--- src/rtl/spart_pkg.sv ---
// Shared SPART message types used by the packer and the RX message queue.
package spart_pkg;
  localparam int MSG_W = 24;
  typedef logic [MSG_W-1:0] spart_msg_t;
endpackage

--- src/rtl/spart_ptr_ctr.sv ---
// Wrap-bit pointer counter: an index that wraps DEPTH-1 -> 0 and toggles a wrap bit.
module spart_ptr_ctr #(
  parameter int IDX_W = 3
) (
  input  logic             clk,
  input  logic             rst_n,
  input  logic             inc_i,
  output logic [IDX_W-1:0] idx_o,
  output logic             wrap_o
);
  logic [IDX_W:0] ptr_q, ptr_d;

  // DEPTH is a power of two, so a plain binary increment carries into the wrap bit.
  always_comb begin
    ptr_d = ptr_q;
    if (inc_i) ptr_d = ptr_q + (IDX_W+1)'(1);
  end

  always_ff @(posedge clk) begin
    if (!rst_n) ptr_q <= '0;
    else        ptr_q <= ptr_d;
  end

  assign idx_o  = ptr_q[IDX_W-1:0];
  assign wrap_o = ptr_q[IDX_W];
endmodule

--- src/rtl/spart_rx_msg_queue.sv ---
// Show-ahead circular FIFO buffering packed SPART messages for the processor's MMIO reads.
module spart_rx_msg_queue
  import spart_pkg::*;
#(
  parameter int DEPTH = 8,
  parameter int CNT_W = $clog2(DEPTH) + 1
) (
  input  logic             clk,
  input  logic             rst_n,
  input  logic             msg_valid,
  input  logic [MSG_W-1:0] msg_data,
  input  logic             rd_en,
  input  logic             ovf_clr,
  output logic [MSG_W-1:0] rd_data,
  output logic             empty,
  output logic             full,
  output logic [CNT_W-1:0] count,
  output logic             irq,
  output logic             overflow
);
  localparam int IDX_W = $clog2(DEPTH);

  spart_msg_t       mem_q [DEPTH];
  logic [IDX_W-1:0] wr_idx, rd_idx;
  logic             wr_wrap, rd_wrap;
  logic             pop, push, drop;
  logic [CNT_W-1:0] count_q, count_d;
  logic             ovf_q, ovf_d;

  assign empty = (wr_idx == rd_idx) && (wr_wrap == rd_wrap);
  assign full  = (wr_idx == rd_idx) && (wr_wrap != rd_wrap);

  // A pop is always possible when full, so it frees the slot the push needs.
  assign pop  = rd_en && !empty;
  assign push = msg_valid && (!full || pop);
  assign drop = msg_valid && full && !pop;

  spart_ptr_ctr #(.IDX_W(IDX_W)) u_wr_ptr (
    .clk    (clk),
    .rst_n  (rst_n),
    .inc_i  (push),
    .idx_o  (wr_idx),
    .wrap_o (wr_wrap)
  );

  spart_ptr_ctr #(.IDX_W(IDX_W)) u_rd_ptr (
    .clk    (clk),
    .rst_n  (rst_n),
    .inc_i  (pop),
    .idx_o  (rd_idx),
    .wrap_o (rd_wrap)
  );

  always_ff @(posedge clk) begin
    if (rst_n && push) mem_q[wr_idx] <= msg_data;
  end

  always_comb begin
    count_d = count_q;
    if (push && !pop)      count_d = count_q + CNT_W'(1);
    else if (pop && !push) count_d = count_q - CNT_W'(1);
  end

  // A drop in the same cycle as a clear keeps the flag set.
  always_comb begin
    ovf_d = ovf_q;
    if (drop)         ovf_d = 1'b1;
    else if (ovf_clr) ovf_d = 1'b0;
  end

  always_ff @(posedge clk) begin
    if (!rst_n) begin
      count_q <= '0;
      ovf_q   <= 1'b0;
    end else begin
      count_q <= count_d;
      ovf_q   <= ovf_d;
    end
  end

  assign rd_data  = empty ? '0 : mem_q[rd_idx];
  assign count    = count_q;
  assign irq      = !empty;
  assign overflow = ovf_q;
endmodule

--- config.mk ---
export PLATFORM = sky130hd
export DESIGN_NAME = spart_rx_msg_queue
export DESIGN_NICKNAME = d
export VERILOG_FILES = /design/src/rtl/spart_pkg.sv /design/src/rtl/spart_ptr_ctr.sv /design/src/rtl/spart_rx_msg_queue.sv
export SDC_FILE = /design/constraint.sdc
export NUM_CORES = 1
export LEC_CHECK = 0
export ABC_AREA = 1
export CAP_MARGIN = 20
export CORE_ASPECT_RATIO = 0.5
export CORE_MARGIN = 2
export CORE_UTILIZATION = 30
export DETAILED_ROUTE_END_ITERATION = 7
export PLACE_DENSITY_LB_ADDON = 0.1
export SKIP_LAST_GASP = 1
export SYNTH_ARGS = -nofsm -noshare
export SYNTH_HDL_FRONTEND = slang
export SYNTH_SLANG_ARGS = --single-unit
export TNS_END_PERCENT = 100
--- constraint.sdc ---
create_clock -name clk -period 9.2 [get_ports clk]
set_clock_uncertainty 0.1 [all_clocks]
set_input_delay 1.84 -clock clk [delete_from_list [all_inputs] [get_ports clk]]
set_output_delay 1.84 -clock clk [all_outputs]
set_load 0.01 [all_outputs]
==> summary.json <==
{
  "clock_tree.buffer_depth": {"value": 3},
  "reg2reg_depth": {"value": 15},
  "via_count": {"value": 5428},
  "detailedPlace.worstSlack": {"value": 4.33, "unit": "ns"},
  "clkTransAtPathRegs": {"value": 0.06, "unit": "ns"},
  "place.gp.congestion": {"value": 0.687},
  "synth.avg_cell_area": {"value": 12.2, "unit": "um2"},
  "final_nets": {"value": 809},
  "count_of_cell_types_in_the_netlist": {"value": 31},
  "fmax": {"value": 187, "unit": "MHz"},
  "synth.net_count": {"value": 752},
  "period_minus_slack": {"value": 5.34, "unit": "ns"},
  "crit-reg2reg-capture": {"value": "count[3]"},
  "rsz0062_at_grt": {"value": "no"},
  "1st_pass_router_iterations": {"value": 4},
  "viasPerCell": {"value": 4.60},
  "timing.max_slew.rel_slack": {"value": 32.8, "unit": "%"},
  "worst-r2r-setup-slack": {"value": 6.55, "unit": "ns"},
  "dp_hpwl": {"value": 10700, "unit": "um"},
  "ys_ff_latch": {"value": 208},
  "antenna_found_initial": {"value": 0},
  "p_leak": {"value": 3.52, "unit": "nW"},
  "worst_hold_path.num_cells": {"value": 2},
  "global_route_wire_length_before_repair": {"value": 32600, "unit": "um"},
  "post_synth_inst_count": {"value": 717},
  "route.layer.met1.wl": {"value": 10600, "unit": "um"},
  "crit_required": {"value": 7.26, "unit": "ns"},
  "placedInstanceArea": {"value": 9730, "unit": "um2"},
  "drtAntennaViolNets": {"value": 0},
  "cts_tree": {"value": "yes"},
  "setup_viol": {"value": 0},
  "cts-buffers-inserted": {"value": 22},
  "synthToLayoutAreaGrowth": {"value": 18.8, "unit": "%"},
  "final_max_slew_viol_count": {"value": 0},
  "cts.root.buffer_cell": {"value": "clkbuf_16"},
  "globalRouteTotalUtil": {"value": 14.2, "unit": "%"},
  "crit_path_end": {"value": "rd_data[3]"},
  "avgRoutedWirePerCell": {"value": 18.1, "unit": "um"},
  "tns": {"value": 0, "unit": "ns"},
  "port_buffers": {"value": 60},
  "routed_wire_length_on_met2": {"value": 9580, "unit": "um"},
  "detail_route.drc_violations": {"value": 0},
  "synth.yosys.warnings": {"value": 0},
  "io_pins": {"value": 61},
  "path_class": {"value": "flop to output port"},
  "first_global_vias": {"value": 5442},
  "worst_case_setup_margin_in_the_final_layout": {"value": 3.86, "unit": "ns"},
  "final_layout_size_suffix_gt1_share": {"value": 11.0, "unit": "%"},
  "core-area": {"value": 28800, "unit": "um2"},
  "diodes": {"value": 0},
  "first_iter_violations": {"value": 292},
  "tightestPinTransition": {"value": 1.01, "unit": "ns"},
  "core.rowCount": {"value": 44},
  "timing.critical_path.arrival": {"value": 3.40, "unit": "ns"},
  "stdcell_area": {"value": 10400, "unit": "um2"},
  "report.final.hold_viol_count": {"value": 0},
  "cts_setup_buffers": {"value": 0},
  "yosysSeqAreaShare": {"value": 69.8, "unit": "%"},
  "cts-resized-gates": {"value": 0},
  "largest_net_degree_at_the_start_of_global_routing": {"value": 76},
  "clk_latency": {"value": 0.51, "unit": "ns"},
  "cts.hold.buffers_added": {"value": 0},
  "syn_area": {"value": 8720, "unit": "um2"},
  "worst_setup_path_start_kind": {"value": "flop"},
  "floorplan.initialDensity": {"value": 30.3, "unit": "%"},
  "wirelength": {"value": 21300, "unit": "um"},
  "run_status": {"value": "completed"},
  "fp.dieH": {"value": 125, "unit": "um"},
  "max-vdd-ir-drop": {"value": 92.3, "unit": "uV"},
  "topRoutingLayerUsed": {"value": "met4"},
  "maxCapViolCount": {"value": 0},
  "critPathCaptureType": {"value": "output port"},
  "p_per_area": {"value": 221, "unit": "nW/um2"},
  "htreeDepth": {"value": 1},
  "grt_overflow": {"value": 0},
  "die_x": {"value": 245, "unit": "um"},
  "clkSinkCount": {"value": 208},
  "finalHoldWorstSlack": {"value": 0.370, "unit": "ns"},
  "total_die_area": {"value": 30500, "unit": "um2"},
  "count_of_fill_cells_added_during_filler_insertion": {"value": 2807},
  "finish.utilization": {"value": 36.0, "unit": "%"},
  "path_max_fanout": {"value": 49},
  "timing.hold.worst.class": {"value": "flop to flop"},
  "met3_length": {"value": 686, "unit": "um"},
  "timing.rr.start": {"value": "u_wr_ptr.ptr_q[0]"},
  "layout_worst_path_cycle_share": {"value": 58.0, "unit": "%"}
}
report_power, final:
part / internal, mW / switching (mW)
sequential: 1.05 / 0.0170
clock: 0.436 / 0.360
combinational: 0.169 / 0.257
logic make-up (layout without fill, tap and decap cells):
kind of cell	Yosys count	in the layout	share of synthesized area [%]
AO/OA/AOI/OAI	61	61	3.50
XOR/XNOR	9	9	0.990
adder cells (fa/ha/maj)	6	6	0.947
buffers and inverters	59	130	3.27
flip-flops	208	208	69.8
AND/OR/NAND/NOR	374	374	21.5
cells in the mapped netlist:
| library cell | number | area [um2] |
|---|---|---|
| nand2_1 | 210 | 788 |
| edfxtp_1 | 192 | 5770 |
| nand3_1 | 108 | 541 |
| a21oi_1 | 56 | 280 |
| clkbuf_1 | 19 | 71.3 |
| nor3_4 | 19 | 309 |
| nor2_1 | 18 | 67.6 |
| dfxtp_1 | 16 | 320 |
| buf_2 | 15 | 75.1 |
| inv_1 | 12 | 45.0 |
| nor3_1 | 7 | 35.0 |
| inv_2 | 6 | 22.5 |
| xor2_1 | 6 | 52.6 |
| ha_1 | 5 | 62.6 |
| nand2_4 | 3 | 33.8 |
| o21ai_0 | 3 | 15.0 |
| buf_1 | 2 | 7.51 |
| buf_12 | 2 | 40.0 |
| buf_4 | 2 | 15.0 |
| nand2_2 | 2 | 12.5 |
| nor2_2 | 2 | 12.5 |
| o21ai_1 | 2 | 10.0 |
| xnor2_1 | 2 | 17.5 |
| and2_1 | 1 | 6.26 |
| fa_1 | 1 | 20.0 |
| inv_6 | 1 | 8.76 |
| nand3_4 | 1 | 17.5 |
| nand3b_1 | 1 | 7.51 |
| nand4_4 | 1 | 21.3 |
| nor2_8 | 1 | 20.0 |
| xnor2_2 | 1 | 16.3 |
worst max-delay path, stage by stage (launching register included):
cell	delay, ns
dfxtp_4	0.43
inv_2	0.70
buf_4	0.62
nand2_1	0.10
nand3_1	0.09
a21oi_1	0.07
nor3_1	0.26
clkdlybuf4s50_1	0.58
flip-flops by register name (all words and copies together), names as in the netlist, named ones only:
| register | flops |
|---|---|
| u_rd_ptr.ptr_q | 4 |
| overflow | 1 |
| mem_q | 192 |
| count | 4 |
| u_wr_ptr.ptr_q | 4 |
metrics by stage:
| step | std cells | total power [mW] |
|---|---|---|
| 4_1_cts | 1179 | 2.33 |
| 6_report | 1179 | 2.29 |
| 3_3_place_gp | 1141 | 1.52 |
| 2_1_floorplan | 717 | 1.36 |
| 3_5_place_dp | 1141 | 1.53 |
| 5_1_grt | 1179 | 2.41 |
worst min path at each step:
| stage | from | to | slack [ns] |
|---|---|---|---|
| 3_5_place_dp | overflow | overflow | 0.36 |
| 5_1_grt | overflow | overflow | 0.41 |
| 3_3_place_gp | overflow | overflow | 0.35 |
| 2_1_floorplan | u_wr_ptr.ptr_q[3] | u_wr_ptr.ptr_q[3] | 0.38 |
| 4_1_cts | overflow | overflow | 0.37 |
| 6_report | overflow | overflow | 0.37 |
cell usage in the layout (no fill, tap or decap):
| cell | count |
|---|---|
| a21oi_1 | 56 |
| and2_1 | 1 |
| buf_4 | 13 |
| clkbuf_1 | 3 |
| clkbuf_16 | 22 |
| clkdlybuf4s50_1 | 60 |
| clkinv_1 | 9 |
| clkinv_2 | 4 |
| clkinv_8 | 1 |
| dfxtp_1 | 14 |
| dfxtp_2 | 1 |
| dfxtp_4 | 1 |
| edfxtp_1 | 192 |
| fa_1 | 1 |
| ha_1 | 5 |
| inv_1 | 11 |
| inv_2 | 6 |
| inv_6 | 1 |
| nand2_1 | 210 |
| nand2_2 | 2 |
| nand2_4 | 3 |
| nand3_1 | 108 |
| nand3_4 | 1 |
| nand3b_1 | 1 |
| nand4_4 | 1 |
| nor2_1 | 12 |
| nor2_2 | 7 |
| nor2_4 | 1 |
| nor2_8 | 1 |
| nor3_1 | 5 |
| nor3_2 | 2 |
| nor3_4 | 19 |
| o21ai_0 | 3 |
| o21ai_1 | 2 |
| xnor2_1 | 2 |
| xnor2_2 | 1 |
| xor2_1 | 6 |
metal layers:
| layer | up-vias | global-route usage [%] |
|---|---|---|
| met3 | 31 | 2.95 |
| met5 | - | 0 |
| li1 | 2626 | - |
| met1 | 2707 | 20.4 |
| met2 | 64 | 21.9 |
| met4 | 0 | 3.16 |
area by class of cell:
type                       instances  area, um2  area share [%]
timing repair buffer              73        698            6.74
sequential                       208       6090            58.8
inverter                          19       76.3           0.737
multi-input combinational        450       2380            22.9
clock inverter                    13       66.3           0.640
clock buffer                      25        562            5.42
tap                              391        489            4.72
No activity file was read; power rests on OpenSTA's default activity.
